===== config.mk =====
export PLATFORM = sky130hd
export DESIGN_NAME = piso_serializer_flat
export DESIGN_NICKNAME = d
export VERILOG_FILES = /design/src/rtl/piso_serializer_if.sv /design/src/rtl/piso_serializer.sv /design/src/flat_wrapper.sv
export SDC_FILE = /design/constraint.sdc
export NUM_CORES = 1
export LEC_CHECK = 0
export BUFFER_PORTS_ARGS = -buffer_cell sky130_fd_sc_hd__buf_4
export CAP_MARGIN = 20
export CORE_ASPECT_RATIO = 0.8
export CORE_MARGIN = 3
export CORE_UTILIZATION = 53
export CTS_CLUSTER_SIZE = 28
export DETAILED_ROUTE_END_ITERATION = 8
export PLACE_DENSITY = 0.77
export SLEW_MARGIN = 20
export SYNTH_ARGS = -nofsm -noshare
export SYNTH_HDL_FRONTEND = slang
export SYNTH_SLANG_ARGS = --single-unit

===== constraint.sdc =====
create_clock -name clk -period 1.8 [get_ports clk]
set_input_delay 0.36 -clock clk [delete_from_list [all_inputs] [get_ports clk]]
set_output_delay 0.36 -clock clk [all_outputs]
set_load 0.005 [all_outputs]

===== src/rtl/piso_serializer_if.sv =====
// piso_serializer_if: control, parallel-word and serial-output bundle for the serializer
interface piso_serializer_if #(parameter int N = 16);
  logic         start;
  logic         ena;
  logic [N-1:0] pin;
  logic         sout;
  logic         sval;
  logic         last;
  logic         busy;
  logic         done;
  modport master (output start, ena, pin, input sout, sval, last, busy, done);
  modport slave  (input start, ena, pin, output sout, sval, last, busy, done);
endinterface


===== src/rtl/piso_serializer.sv =====
// piso_serializer: loads an N-bit word on start and emits it LSB first, one bit per enabled cycle
module piso_serializer #(parameter int N = 16) (
  input  logic clk,
  input  logic rst,
  piso_serializer_if.slave bus
);
  localparam int CW = (N > 2) ? $clog2(N) : 1;
  localparam logic [CW-1:0] CMAX = CW'(N - 1);
  typedef enum logic [1:0] {IDLE, SHIFT, DONE} state_t;
  state_t        state, state_nx;
  logic [N-1:0]  sreg, sreg_nx;
  logic [CW-1:0] cnt, cnt_nx;
  // state, shift register and bit counter; reset clears everything without waiting for clk
  always_ff @(posedge clk or negedge rst)
    if (!rst) begin
      state <= IDLE;
      sreg  <= '0;
      cnt   <= '0;
    end else begin
      state <= state_nx;
      sreg  <= sreg_nx;
      cnt   <= cnt_nx;
    end
  // next-state logic and state-decoded outputs; a low ena freezes the frame where it stands
  always_comb begin
    state_nx = state;
    sreg_nx  = sreg;
    cnt_nx   = cnt;
    case (state)
      IDLE: if (bus.start) begin
        state_nx = SHIFT;
        sreg_nx  = bus.pin;
        cnt_nx   = '0;
      end
      SHIFT: if (bus.ena) begin
        sreg_nx  = {1'b0, sreg[N-1:1]};
        cnt_nx   = (cnt == CMAX) ? cnt : cnt + 1'b1;
        state_nx = (cnt == CMAX) ? DONE : SHIFT;
      end
      default: state_nx = IDLE;
    endcase
    bus.sout = (state == SHIFT) & sreg[0];
    bus.sval = (state == SHIFT) & bus.ena;
    bus.last = (state == SHIFT) & (cnt == CMAX);
    bus.busy = (state != IDLE);
    bus.done = (state == DONE);
  end
endmodule


===== src/flat_wrapper.sv =====
// flat-port wrapper written by rule: the top's interface ports become plain ports
module piso_serializer_flat 
#(parameter int N = 16)
  (clk, rst, bus_start, bus_ena, bus_pin, bus_sout, bus_sval, bus_last, bus_busy, bus_done);
  piso_serializer_if #(.N(N)) bus_i ();
  input  logic clk;
  input  logic rst;
  input wire logic [$bits(bus_i.start)-1:0] bus_start;
  input wire logic [$bits(bus_i.ena)-1:0] bus_ena;
  input wire logic [$bits(bus_i.pin)-1:0] bus_pin;
  output wire logic [$bits(bus_i.sout)-1:0] bus_sout;
  output wire logic [$bits(bus_i.sval)-1:0] bus_sval;
  output wire logic [$bits(bus_i.last)-1:0] bus_last;
  output wire logic [$bits(bus_i.busy)-1:0] bus_busy;
  output wire logic [$bits(bus_i.done)-1:0] bus_done;
  assign bus_i.start = bus_start;
  assign bus_i.ena = bus_ena;
  assign bus_i.pin = bus_pin;
  assign bus_sout = bus_i.sout;
  assign bus_sval = bus_i.sval;
  assign bus_last = bus_i.last;
  assign bus_busy = bus_i.busy;
  assign bus_done = bus_i.done;
  piso_serializer #(.N(N)) u_core (.clk(clk), .rst(rst), .bus(bus_i));
endmodule

* Word-level counts from Yosys, hierarchy flattened
Index checks and enable logic that the tools add are counted.
Widths: inputs -> output; s select.
** Storage, ports and cells
- RAM bits :: 0
- Flip-flop bits (word level) :: 22
- ROM bits :: 0
- Word-level logic and storage cells :: 30
- Input bits :: 20
- Bits in latches :: 0
- Memories :: 0
** Cells by class
- Reductions and logical operators :: 6
- Bitwise operators :: 3
- Equal/unequal tests :: 6
- Multiplexer cells :: 11
- Magnitude comparators :: 0
- Add/sub/neg operators :: 1
- Shifts and indexed selects :: 0
- Multipliers :: 0
- Div/mod/pow operators :: 0
** Operator list (count)
- $mux 16 :: 2
- $pmux 16 s2 :: 1
- $mux 4 :: 3
- $pmux 4 s2 :: 1
- $mux 2 :: 3
- $ne 2x2->1 const B :: 3
- $add 4x1->4 const B :: 1
- $eq 4x4->1 const B :: 1
- $pmux 2 s2 :: 1
- $reduce_and 4->1 :: 1
- $reduce_bool 2->1 :: 2
- $and 1x1->1 :: 3
- $reduce_and 3->1 :: 1
- $eq 2x1->1 const B :: 1
- $eq 2x2->1 const B :: 1
- $logic_not 2->1 :: 1
- $reduce_and 2->1 :: 1

* Logic depth before layout (Yosys ltp)
Gate-level depths: netlist of run 1.
- Depth in word-level cells :: 4
- Mapped depth :: 6
- Mapped depth without buffers :: 4

* Worst setup path before layout of run 1
Ideal clock, no wire load.
- Path type :: flip-flop to flip-flop
- From :: register u_core.cnt[0]
- To :: register u_core.cnt[0]
- Setup time :: 125 ps
- Arrival :: 1405 ps
- Cell stages (with the launch flop) :: 5
- Required time :: 1675 ps
- Slack :: 270 ps
- Path buffers :: 0
- Cell sequence :: dfrtp_1 ha_1 and4_1 nor3_2 mux2_2
** On the way
- Cells in the longest elaborated chain, start to end :: 4
- Elaborated cells between the ends (all ways) :: 7
- Those cells by class :: add/sub (1); eq/ne (2); mux (3); reduce/logical (1)
** RTL lines
- start: declaration :: line piso_serializer.sv:12 : logic [CW-1:0] cnt, cnt_nx;
- start signal: assignment :: line piso_serializer.sv:22 : cnt <= cnt_nx;
- $add 4x1->4 :: line piso_serializer.sv:37 : cnt_nx = (cnt == CMAX) ? cnt : cnt + 1'b1;
- $mux 4 :: line piso_serializer.sv:37
- $mux 4 :: line piso_serializer.sv:35 : SHIFT: if (bus.ena) begin
- $pmux 4 s2 :: line piso_serializer.sv:29 : case (state)
Parallel ways exist; a longest one is shown, timed or not. The select of a mux whose other input is x is not followed.
A chain may end at the register's enable or synchronous reset.

* Final worst setup path of run 1
- From :: register u_core.state[1]
- To :: output port bus_busy
** On the way
- Cells in the longest elaborated chain, start to end :: 1
** RTL lines
- start: declaration :: line piso_serializer.sv:10 : state_t state, state_nx;
- start signal: assignment :: line piso_serializer.sv:20 : state <= state_nx;
- $reduce_bool 2->1 :: line piso_serializer.sv:45 : bus.busy = (state != IDLE);
- end: declaration :: line flat_wrapper.sv:14 : output wire logic [$bits(bus_i.busy)-1:0] bus_busy;
No other way between the ends.

==> results of run 1 <==
layout make-up:
| class | count | area (sq um) |
|---|---|---|
| Inverter | 3 | 11.3 |
| Clock buffer | 3 | 22.5 |
| Fill cell | 157 | 689 |
| Sequential cell | 22 | 551 |
| Tap cell | 25 | 31.3 |
| Multi-Input combinational cell | 61 | 631 |
| Timing Repair Buffer | 31 | 260 |
state kept, by name, indices dropped and copies added (netlist names):
| register | cells |
|---|---|
| u_core.cnt | 4 |
| u_core.sreg | 16 |
| u_core.state | 2 |
power groups by stage:
stage | logic, mW | registers (mW) | clock network (mW)
after CTS | 0.773 | 0.846 | 0.237
after global placement | 0.735 | 0.842 | 0
after floorplan | 0.622 | 0.813 | 0
after detailed placement | 0.762 | 0.856 | 0
after global routing | 0.864 | 0.874 | 0.261
final | 0.785 | 0.848 | 0.226
cell usage in the layout, fill, tap and decap left out:
master,Yosys,routed
buf_4,1,28
nand2b_1,1,1
clkbuf_4,0,3
nor2_4,1,1
nor3_1,1,1
nor3_2,1,1
or2b_1,1,1
nor2_1,2,2
o2bb2ai_1,1,1
mux2i_4,1,1
nand3_1,1,1
nor2b_4,1,1
o31ai_1,1,1
and4_1,1,1
and2_1,2,2
o21bai_1,1,1
buf_12,1,2
ha_2,0,1
dlygate4sd3_1,0,1
mux2i_1,2,2
or2_2,1,1
a211oi_1,1,1
nand4_1,2,2
o221ai_1,1,1
nand2_1,1,1
mux2_4,12,12
inv_1,3,3
nor2b_1,3,3
o21ai_0,2,2
dfrtp_1,22,22
mux2_2,19,19
worst reg2reg max path, stage by stage (launching register included):
cell     delay (ns)
dfrtp_1        0.43
ha_2           0.22
and4_1         0.20
nor3_2         0.21
mux2_2         0.36
how the worst max path moves through the flow:
stage | to | depth (start not counted)
after floorplan | u_core.cnt[0]$_DFFE_PN0P_ | 4
after global placement | u_core.cnt[0]$_DFFE_PN0P_ | 4
after detailed placement | u_core.cnt[0]$_DFFE_PN0P_ | 4
after CTS | bus_busy | 3
after global routing | bus_last | 4
final | bus_busy | 3
kinds of logic after synthesis:
logic type	after synthesis	synth area share
compound gates	7	0.0402
fa+ha+maj	1	0.0100
buf+inv	8	0.0533
flops	22	0.442
mux	34	0.351
simple gates	19	0.104
what timing repair did:
item                       4_1_cts  5_1_grt
setup endpoints to repair        0        1
resized for setup                0        1
hold endpoints to repair        22        0
hold buffers                     1        0
setup buffers                    0        1
per-layer routing:
metal / share of wire / up-vias / GRT usage
met2: 0.48 / 17 / 0.263
met3: 0.053 / 4 / 0.0529
met5: 0 / - / 0
met4: 0.011 / 0 / 0.0443
met1: 0.45 / 367 / 0.215
li1: - / 386 / -
==> impl_metrics.yaml, run 1 <==
clock_tree:
  cts_root_buffer: "clkbuf_4"
  clk_latency_ns: 0.31
  htree_num_levels: 1
  cts_buffer_depth: 2
  clock_sinks: 22
  clk_pin_slew_ns: 0.12
  cts_buffers: 3
  cts_tree: "yes"
sta:
  maxSlewHeadroom: 0.813
  slew_violations: 0
  worst_slew_pin_slew_ns: 0.281
  hold_viol: 0
  finalCritPeriodShare: 0.954
  fmax_mhz: 582
  finalSetupViolCount: 0
  fin_hold_ws_ns: 0.271
  clock_skew_ns: 0.00831
  fin_setup_tns_ns: 0
  period_minus_slack_ns: 1.72
  setup_ws_ns: 0.0832
synth:
  synthTopCellsByArea: "dfrtp_1 (44%), mux2_2 (17%), mux2_4 (14%)"
  ys_warn_count: 0
  synth_common_cells: "dfrtp_1 (22), mux2_2 (19), mux2_4 (12), inv_1 (3), nor2b_1 (3)"
  postSynthCellCount: 91
  ys_seq_area_frac: 0.442
  syn_nets: 112
  async_reset_ff_frac: 1.00
  synthesis.area_sq_um: 1240
  ys_ff_latch: 22
  avgSynthCellArea_sq_um: 13.7
  post-synth-top-count-cell: "dfrtp_1"
  synth_edf_count: 0
  synth.top_cell.area_share: 0.442
  synth-main-ff-cell: "dfrtp_1"
  synth_cell_types: 31
  synth_top_cell_by_area: "dfrtp_1"
route:
  drc: 0
  first_pass_iters: 2
  drt_iter0_drc: 23
  routed_wl_mm: 2.16
  antenna_left: 0
  via_count: 774
  viasPerCell: 5.34
  routedWlPerCell_um: 14.9
power:
  sequentialPowerShare: 0.456
  netSwitchingPower_mw: 0.542
  ir_drop_mv: 0.871
  p_clk_frac: 0.122
  power.total_mw: 1.86
  power_density_nw_per_um2: 1230
  power.internal_mw: 1.32
  netSwitchingFraction: 0.291
  p_leak_nw: 0.725
  combPwrFrac: 0.422
grt:
  grt_pass1_vias: 850
  overflow: 0
  grt_max_degree: 23
  track_usage: 0.165
  antenna_found_initial: 0
  grt_pass1_wl_mm: 3.70
worst_setup_path:
  cp_common_cell: "buf_4"
  r2r_slack_ns: 0.28
  arrival_ns: 1.36
  crit_family: "flip-flops"
  worstPathMaxFanout: 10
  crit_path_start_kind: "flip-flop"
  critical_path_required_ns: 1.44
  r2r_end: "u_core.cnt[0]$_DFFE_PN0P_"
  critPathCaptureType: "output port"
  r2r_start: "u_core.cnt[0]$_DFFE_PN0P_"
  crit_path_start: "u_core.state[1]$_DFFE_PN0P_"
  slowest_delay_ns: 0.43
  cp_slowest_cell: "dfrtp_1"
  crit_chain: "buf_4, or2_2, buf_4"
  worst-path-buf-inv: 2
  reg2reg_depth: 4
  critPathKind: "flip-flop to output port"
place:
  portBuffers: 24
  dp_slack_ns: 0.284
  dp_hpwl_mm: 1.50
  place_area_sq_um: 1460
  place_congestion: 0.838
  place_inst: 140
layout:
  stdcell_count: 145
  fin_util: 0.686
  stdcell_area_sq_um: 1510
  drive_gt1_frac: 0.583
  diodes: 0
  syn2layout_area_growth_pct: 21.0
  fin_nets: 143
min_path:
  min_from: "bus_ena"
  min_path_cells: 2
  min_to: "u_core.state[0]$_DFFE_PN0P_"
  hp-class: "primary input to flip-flop"
floorplanning:
  die_w_um: 60.2
  initial_core_util: 0.567
  core_region_area_sq_um: 2200
  placement_rows: 15
  die_y_um: 49.4
  ios: 25
  die_area_sq_um: 2970
run:
  maxCapViolCount: 0
status:
  outcome: "finished clean"
No activity file was read; power rests on OpenSTA's default activity.
==> inputs of run 2 (changes only) <==
PLACE_DENSITY = unset   (was 0.77)
PLACE_DENSITY_LB_ADDON = 0.25   (was unset)
TNS_END_PERCENT = 1   (was unset)
==> impl_metrics.yaml, run 2 (synthesized netlist as in run 1, its figures left out) <==
grt:
  grt_max_degree: 23
  antenna_found_initial: 0
  grt_pass1_vias: 845
  track_usage: 0.176
  overflow: 0
  grt_pass1_wl_mm: 3.85
sta:
  finalCritPeriodShare: 0.945
  fmax_mhz: 588
  finalSetupViolCount: 0
  maxSlewHeadroom: 0.787
  worst_slew_pin_slew_ns: 0.318
  hold_viol: 0
  clock_skew_ns: 0.00534
  slew_violations: 0
  period_minus_slack_ns: 1.70
route:
  drc: 0
  routedWlPerCell_um: 15.8
  via_count: 780
  viasPerCell: 5.38
  routed_wl_mm: 2.29
  drt_iter0_drc: 26
  antenna_left: 0
  first_pass_iters: 3
worst_setup_path:
  r2r_end: "u_core.cnt[0]$_DFFE_PN0P_"
  reg2reg_depth: 4
  r2r_start: "u_core.cnt[0]$_DFFE_PN0P_"
  r2r_slack_ns: 0.20
  worstPathMaxFanout: 10
  crit_path_start_kind: "flip-flop"
  critPathKind: "flip-flop to output port"
  critPathCaptureType: "output port"
  critical_path_required_ns: 1.44
  arrival_ns: 1.34
floorplanning:
  die_area_sq_um: 2970
  initial_core_util: 0.567
  placement_rows: 15
  die_y_um: 49.4
  die_w_um: 60.2
  core_region_area_sq_um: 2200
  ios: 25
layout:
  layout_commonest_cell: "buf_4"
  fin_nets: 142
  fin_util: 0.701
  stdcell_area_sq_um: 1540
  regArea_sq_um: 551
  largest_reg_flops: 16
  top_register: "u_core.sreg"
  multi_input_area_sq_um: 641
  nFillCells: 152
  largestRegisters: "u_core.sreg: 16 flops, u_core.cnt: 4 flops, u_core.state: 2 flops"
  diodes: 0
  syn2layout_area_growth_pct: 23.6
  layout_common_cells: "buf_4 (27), dfrtp_1 (22), mux2_2 (19)"
  drive_gt1_frac: 0.583
place:
  dp_hpwl_mm: 1.64
  place_congestion: 0.839
  place_area_sq_um: 1460
  portBuffers: 24
clock_tree:
  clk_latency_ns: 0.31
  cts_tree: "yes"
  cts_root_buffer: "clkbuf_4"
  cts_buffers: 3
  cts_buffer_depth: 2
  clock_sinks: 22
  postCtsSetupRepairBufs: 0
  htree_num_levels: 1
  clk_pin_slew_ns: 0.12
min_path:
  min_from: "bus_ena"
  min_path_cells: 2
  min_to: "u_core.state[0]$_DFFE_PN0P_"
  hp-class: "primary input to flip-flop"
power:
  ir_drop_mv: 0.991
  power_density_nw_per_um2: 1310
  p_leak_nw: 0.736
run:
  maxCapViolCount: 0
status:
  outcome: "finished clean"
[run 2: cell count changes in the layout (fill, tap and decap cells not counted), sizes merged]
cell,change
buf,-1
bufinv,+1
[run 2: through the flow]
step                      power [mW]  std cells  hold slack, ns  setup TNS [ns]  setup WS [ns]
after detailed placement        1.63        140           0.268               0          0.171
final                           2.01        145           0.279               0         0.0995
after global placement          1.57        140           0.264               0          0.243
after CTS                       2.01        145           0.277               0         0.0892
after floorplan                 1.43         91          0.0644               0          0.270
after global routing            2.16        145           0.268        -0.00574       -0.00574
[run 2: how the worst max path moves through the flow]
| stage | startpoint | end | slack [ns] |
|---|---|---|---|
| after CTS | u_core.state[1]$_DFFE_PN0P_ | bus_busy | 0.09 |
| after detailed placement | u_core.cnt[0]$_DFFE_PN0P_ | u_core.cnt[0]$_DFFE_PN0P_ | 0.17 |
| after global placement | u_core.cnt[0]$_DFFE_PN0P_ | u_core.cnt[0]$_DFFE_PN0P_ | 0.24 |
| after global routing | u_core.cnt[0]$_DFFE_PN0P_ | bus_last | -0.006 |
| final | u_core.state[1]$_DFFE_PN0P_ | bus_busy | 0.1 |
| after floorplan | u_core.cnt[0]$_DFFE_PN0P_ | u_core.cnt[0]$_DFFE_PN0P_ | 0.27 |
[run 2: layout make-up]
class	instances	share of cell area
Sequential cell	22	0.358
Timing Repair Buffer	30	0.164
Inverter	3	0.00732
Multi-Input combinational cell	61	0.416
Clock inverter	1	0.0195
Tap cell	25	0.0203
Clock buffer	3	0.0146
[run 2: power by group]
part           leakage [nW]  internal (mW)  switching [mW]
clock                0.0279          0.225           0.151
combinational         0.440          0.523           0.259
sequential            0.268          0.711           0.143
total                 0.736           1.46           0.553
[run 2: routing by layer]
metal	wire length [um]	part of all wire	GRT usage	up-vias
li1	-	-	-	385
met1	968	0.42	0.208	374
met2	1190	0.52	0.308	19
met3	111	0.049	0.0556	2
met4	14	0.0061	0.0332	0
met5	0	0	0	-
[run 2: what timing repair did]
item                                    4_1_cts  5_1_grt
endpoints found under the setup margin        0        1
hold buffers                                  1        0
resized for setup                             0        2
hold endpoints to repair                     22        0
[run 2: critical path, cell delays in order, from the launching register on]
cell	delay (ns)
dfrtp_1	0.43
buf_4	0.18
or2_2	0.29
buf_4	0.13
